<file path="src/rtl/fetch_sequencer.sv">
// IF-stage fetch sequencer: drives PC stall/next_pc, runs the imem req/ack fetch, fills the IF/ID slot.
// Zero-wait memory gives 1 instr/cycle. A one-entry skid absorbs decode stalls. EX redirects flush the slot.
module fetch_sequencer #(
  parameter logic [31:0] PC_STEP   = 32'd4,
  parameter logic [31:0] NOP_INSTR = 32'h0000_0000
) (
  input  logic        clk,
  input  logic        reset_n,
  input  logic [31:0] pc_in,
  output logic        pc_stall,
  output logic [31:0] next_pc,
  output logic        imem_req,
  output logic [31:0] imem_addr,
  input  logic        imem_ack,
  input  logic [31:0] imem_rdata,
  input  logic        redirect_valid,
  input  logic [31:0] redirect_pc,
  input  logic        id_stall,
  output logic        if_valid,
  output logic [31:0] if_pc,
  output logic [31:0] if_instr
);
  typedef enum logic [1:0] {IDLE, FETCH, SKID, DRAIN} state_t;

  state_t      state;
  logic [31:0] drain_addr;
  logic [31:0] skid_pc;
  logic [31:0] skid_instr;
  logic        redirect;
  logic        unused_redirect_lsbs;

  assign redirect             = redirect_valid && (state != IDLE);
  assign unused_redirect_lsbs = ^redirect_pc[1:0];

  always_comb begin
    imem_req  = (state == FETCH) || (state == DRAIN);
    // A redirected request keeps its original address until memory answers.
    imem_addr = (state == DRAIN) ? drain_addr : pc_in;
    pc_stall  = 1'b1;
    next_pc   = pc_in;
    if (redirect) begin
      pc_stall = 1'b0;
      next_pc  = {redirect_pc[31:2], 2'b00};
    end else if ((state == FETCH) && imem_ack) begin
      pc_stall = 1'b0;
      next_pc  = pc_in + PC_STEP;
    end
  end

  always_ff @(posedge clk or negedge reset_n) begin
    if (!reset_n) begin
      state      <= IDLE;
      if_valid   <= 1'b0;
      if_pc      <= 32'd0;
      if_instr   <= NOP_INSTR;
      skid_pc    <= 32'd0;
      skid_instr <= NOP_INSTR;
      drain_addr <= 32'd0;
    end else if (redirect) begin
      if_valid   <= 1'b0;
      if_instr   <= NOP_INSTR;
      skid_pc    <= 32'd0;
      skid_instr <= NOP_INSTR;
      // An unanswered request must still be drained; its data is dropped.
      state      <= (imem_req && !imem_ack) ? DRAIN : FETCH;
      if (state == FETCH) drain_addr <= pc_in;
    end else begin
      case (state)
        IDLE: state <= FETCH;
        FETCH: begin
          if (imem_ack) begin
            if (!if_valid || !id_stall) begin
              if_valid <= 1'b1;
              if_pc    <= pc_in;
              if_instr <= imem_rdata;
            end else begin
              skid_pc    <= pc_in;
              skid_instr <= imem_rdata;
              state      <= SKID;
            end
          end else if (!id_stall) begin
            if_valid <= 1'b0;
            if_instr <= NOP_INSTR;
          end
        end
        SKID: begin
          if (!id_stall) begin
            if_pc    <= skid_pc;
            if_instr <= skid_instr;
            state    <= FETCH;
          end
        end
        DRAIN: if (imem_ack) state <= FETCH;
        default: state <= IDLE;
      endcase
    end
  end
endmodule
</file>
<file path="config.mk">
export PLATFORM = sky130hd
export DESIGN_NAME = fetch_sequencer
export DESIGN_NICKNAME = d
export VERILOG_FILES = /design/src/rtl/fetch_sequencer.sv
export SDC_FILE = /design/constraint.sdc
export NUM_CORES = 1
export LEC_CHECK = 0
export BUFFER_PORTS_ARGS = -buffer_cell sky130_fd_sc_hd__buf_4
export CAP_MARGIN = 15
export CORE_ASPECT_RATIO = 0.7
export CORE_MARGIN = 2
export CORE_UTILIZATION = 53
export DETAILED_ROUTE_END_ITERATION = 6
export PLACE_DENSITY = 0.77
export SETUP_SLACK_MARGIN = 0.15
export SLEW_MARGIN = 20
export SYNTH_ARGS = -nofsm -noshare
export SYNTH_HDL_FRONTEND = slang
export SYNTH_SLANG_ARGS = --single-unit
</file>
<file path="constraint.sdc">
create_clock -name clk -period 4.99 [get_ports clk]
set_input_delay 0 -clock clk [delete_from_list [all_inputs] [get_ports clk]]
set_output_delay 0 -clock clk [all_outputs]
set_load 0.02 [all_outputs]
</file>
# [After elaboration in Yosys (flattened, before gate mapping)]
# Index checks and enable logic that the tools add are counted.
[word_totals] register_bits=163 input_bits=101 wordCells=79
[op_classes] addsub=1 eq_ne=15 muxes=35 bitwise=1 reduce_logical=20
[op_table] operator="$mux 32" count=19
[op_table] operator="$pmux 32 s2" count=2
[op_table] operator="$add 32x3->32 const B" count=1
[op_table] operator="$mux 2" count=6
[op_table] operator="$ne 3x3->1 const B" count=4
[op_table] operator="$pmux 2 s4" count=1
[op_table] operator="$reduce_and 4->1" count=2
[op_table] operator="$reduce_bool 2->1" count=4
[op_table] operator="$mux 1" count=7
[op_table] operator="$ne 2x2->1 const B" count=3
[op_table] operator="$reduce_and 3->1" count=2
[op_table] operator="$reduce_and 5->1" count=1
[op_table] operator="$eq 2x2->1 const B" count=2
[op_table] operator="$ne 4x3->1 const B" count=1
[op_table] operator="$ne 4x4->1 const B" count=1
[op_table] operator="$logic_and 1x1->1" count=3
[op_table] operator="$logic_not 1->1" count=3
[op_table] operator="$ne 3x1->1 const B" count=1
[op_table] operator="$ne 3x2->1 const B" count=1
[op_table] operator="$reduce_bool 3->1" count=1
[op_table] operator="$eq 2x1->1 const B" count=1
[op_table] operator="$logic_not 2->1" count=1
[op_table] operator="$logic_or 1x1->1" count=2
[op_table] operator="$ne 2x1->1 const B" count=1
[op_table] operator="other kinds (2)" count=2

# [Depth between registers and ports, before layout]
[logic_depth] word_depth=6 ltp_mapped=7 depth_no_buf=6

# [Least setup slack after synthesis]
# Ideal clock, no wire load.
[synth_path] kind="reg-to-output" startpoint="register state[1]" endpoint="output port next_pc[23]" t_arrival_ps=2011 t_required_ps=4990 setup_slack_ps=2979 path_stages_with_launch=7 n_path_buf=1 cell_sequence="dfrtp_1 -> nand3b_4 -> or4_1 -> buf_4 -> nor3_1 -> xnor2_1 -> o21ai_0"
[synth_between] elab_chain_cells=4 elab_cells_between_ends=6 classes_between="eq/ne (1); mux (2); reduce/logical (3)"
[synth_lines] element="from (decl)" line_no="25" source="state_t state;"
[synth_lines] element="from (signal assigned)" line_no="65" source="state <= (imem_req && !imem_ack) ? DRAIN : FETCH;"
[synth_lines] element="$eq 2x1->1" line_no="44" source="end else if ((state == FETCH) && imem_ack) begin"
[synth_lines] element="$logic_and 1x1->1" line_no="44"
[synth_lines] element="$mux 32" line_no="44"
[synth_lines] element="$mux 32 (*)" line_no="41" source="if (redirect) begin"
[synth_lines] element="to (decl)" line_no="11" source="output logic [31:0] next_pc,"
# Every way passes the cells marked *; elsewhere a longest branch is shown, timed or not.

# [Worst setup path in the final report]
[layout_path] startpoint="register state[0]" endpoint="output port next_pc[27]"
# The elaborated chain is that of the path after synthesis.

==> results.sh <==
export IMPL_period_share_pct=59.7
export IMPL_die_h_um=107
export IMPL_grt_pass1_vias=7142
export IMPL_hpwl_um=14600
export IMPL_fmaxAchievable_ghz=0.336
export IMPL_maxCapViolCount=0
export IMPL_power_density_nw_per_um2=344
export IMPL_drc=0
export IMPL_critical_path_class="reg -> out"
export IMPL_status="completed"
export IMPL_synth_cell_types=37
export IMPL_wl_per_cell_um=16.9
export IMPL_cts_root_buf="clkbuf_16"
export IMPL_cts_resized=0
export IMPL_syn_area_um2=8110
export IMPL_first_pass_iters=6
export IMPL_place_area_um2=9950
export IMPL_worst_pin_slew_ns=0.962
export IMPL_antenna_found_initial=0
export IMPL_rrSetupSlack_ns=2.46
export IMPL_grt_overflow=0
export IMPL_p_leak_nw=5.13
export IMPL_vdd_drop_max_mv=0.270
export IMPL_timing_setup_tns_ns=0
export IMPL_vias_per_cell=5.43
export IMPL_synth_edf_count=0
export IMPL_avgSynthCellArea_um2=9.29
export IMPL_arrival_ns=2.98
export IMPL_ctsHtreeMaxLevel=4
export IMPL_grt_setup_unrepaired="no"
export IMPL_start_kind="flip-flop"
export IMPL_drive_gt1_share_pct=30.9
export IMPL_async_flop_share_pct=100
export IMPL_dp_slack_ns=2.42
export IMPL_place_gp_congestion=0.837
export IMPL_drtIter0Drc=499
export IMPL_grt_max_degree=76
export IMPL_yosysWarnings=0
export IMPL_postCtsSetupRepairBufs=0
export IMPL_path_clk_slew_ns=0.06
export IMPL_grt_pass1_wl_um=37000
export IMPL_wl_um=22700
export IMPL_cp_max_fo=14
export IMPL_areaGrowthSynthToFinish_pct=38.7
export IMPL_rows=37
export IMPL_finalSetupViolations=0
export IMPL_endpoint_kind="output pin"
export IMPL_clock_latency_ns=0.42
export IMPL_initial_core_util_pct=54.7
export IMPL_fin_crit_ns=2.98
export IMPL_drtAntennaViolNets=0
export IMPL_yosysSeqAreaShare_pct=50.3
export IMPL_hold_viol=0
export IMPL_cts_buffers=17
export IMPL_route_vias_total=7285
export IMPL_num_fill_cells=1074
export IMPL_syn_nets=975
export IMPL_finalNetCount=1235
export IMPL_n_antenna_cell=0
export IMPL_die_width_um=152
export IMPL_syn_instance_count=873
export IMPL_core_area_um2=14800
export IMPL_worst_ep_required_time_ns=4.99
export IMPL_portBuffers=229
export IMPL_max_slew_margin_rel_pct=35.9
export IMPL_post_route_worst_setup_slack_ns=2.01
export IMPL_hold_class="in -> reg"
export IMPL_finalClockSkew_ns=0.0111
export IMPL_synth_main_ff_cell="dfrtp_1"
export IMPL_drv_slew=0
export IMPL_final_design_area_no_fill_um2=11200
export IMPL_clock_path_buffers=2
export IMPL_cts_tree="done"
export IMPL_ys_ff_latch=163
export IMPL_dieArea_um2=16300
export IMPL_ios=232
export IMPL_track_usage_pct=28.1
export IMPL_cts_sinks=163
-- per-stage QoR --
stage	total power, mW	instances	utilization, %	hold WS (ns)
2_1_floorplan	2.13	873	-	-0.296
3_3_place_gp	2.55	1238	67.2	-0.145
3_5_place_dp	2.58	1238	67.2	-0.144
4_1_cts	3.88	1340	75.7	0.0304
5_1_grt	4.05	1341	75.9	0.0448
6_report	3.87	1341	75.9	0.0379
-- power breakdown --
part	total (mW)	internal [mW]	switching [mW]
Combinational	1.00	0.442	0.559
Clock	1.26	0.683	0.575
Sequential	1.61	1.51	0.103
Total	3.87	2.63	1.24
-- state kept, by name, indices dropped and copies added, names as in the netlist --
signal      count
if_instr       32
if_pc          32
drain_addr     32
if_valid        1
skid_instr     32
state           2
skid_pc        32
-- cell usage after synthesis (9+ instances only) --
cell type,instances,area [um2]
a22oi_1,32,240
nand2_1,201,754
mux2i_1,31,310
nor2_1,51,191
mux2_2,64,721
clkbuf_1,59,221
and3_1,9,56.3
dfrtp_1,163,4080
a21oi_1,39,195
xnor2_1,12,105
nand4_1,10,62.6
o21ai_0,120,601
xor2_1,17,149
-- layout make-up --
| class | instances | area, um2 | area share [%] |
|---|---|---|---|
| repair buffers | 311 | 2530 | 22.5 |
| clock inverters | 13 | 116 | 1.03 |
| clock buffers | 19 | 453 | 4.03 |
| well taps | 195 | 244 | 2.17 |
| flip-flops and latches | 163 | 4080 | 36.3 |
| inverters | 5 | 18.8 | 0.167 |
| multi-input cells | 635 | 3800 | 33.8 |
-- worst paths after layout --
check | from | end | cells past startpoint
worst max register to register | state[0] | if_pc[15] | 5
min in group asynchronous | reset_n | skid_pc[7] | 3
worst min register to register | skid_pc[11] | skid_pc[11] | 2
max in group asynchronous | reset_n | skid_instr[1] | 4
worst max-delay path | state[0] | next_pc[27] | 6
worst min-delay path | redirect_valid | if_valid | 3
-- cell usage in the layout (no fill, tap or decap), drive strengths merged --
master,n
and2,2
nand4b,1
or2,3
nor2b,3
xnor2,12
mux2,64
clkbuf,19
dlygate4sd3,70
a21oi,39
mux2i,31
nor3,7
nand2b,2
a22oi,32
buf,241
nor2,51
a22o,1
o22ai,2
or4,1
nand3b,1
nand2,201
a31oi,1
ha,1
o21ai,126
clkinv,5
a2bb2oi,1
o31ai,2
inv,12
dfrtp,163
clkinvlp,1
and3,9
xor2,17
nand3,8
nor4,5
nand4,10
and4,1
or2b,1
-- timing repair --
| action | 4_1_cts | 5_1_grt |
|---|---|---|
| endpoints found under the hold margin | 181 | 0 |
| endpoints found under the setup margin | 0 | 0 |
| hold buffers | 70 | 0 |
-- routing by layer --
layer,routed length [um],GRT usage (%)
met1,10200,38.2
met2,10900,46.8
met3,1370,6.00
met4,212,6.34
met5,0,0
-- worst max-delay path, cell delays in order, from the launching register on --
cell and delay, ns:
dfrtp_1 0.76, nand3b_4 0.22, or4_1 0.81, nor4_2 0.33, xnor2_1 0.19, o21ai_1 0.09, buf_4 0.16
-- cell families after synthesis --
| logic type | count (synthesis) | share of synthesized area (%) |
|---|---|---|
| AND/OR/NAND/NOR | 306 | 16.3 |
| flip-flops | 163 | 50.3 |
| multiplexers | 95 | 12.7 |
| XOR/XNOR | 29 | 3.13 |
| AO/OA/AOI/OAI | 204 | 13.8 |
| adder cells (fa/ha/maj) | 1 | 0.154 |
| buffers and inverters | 75 | 3.63 |
(Power assumes the default switching activity.)
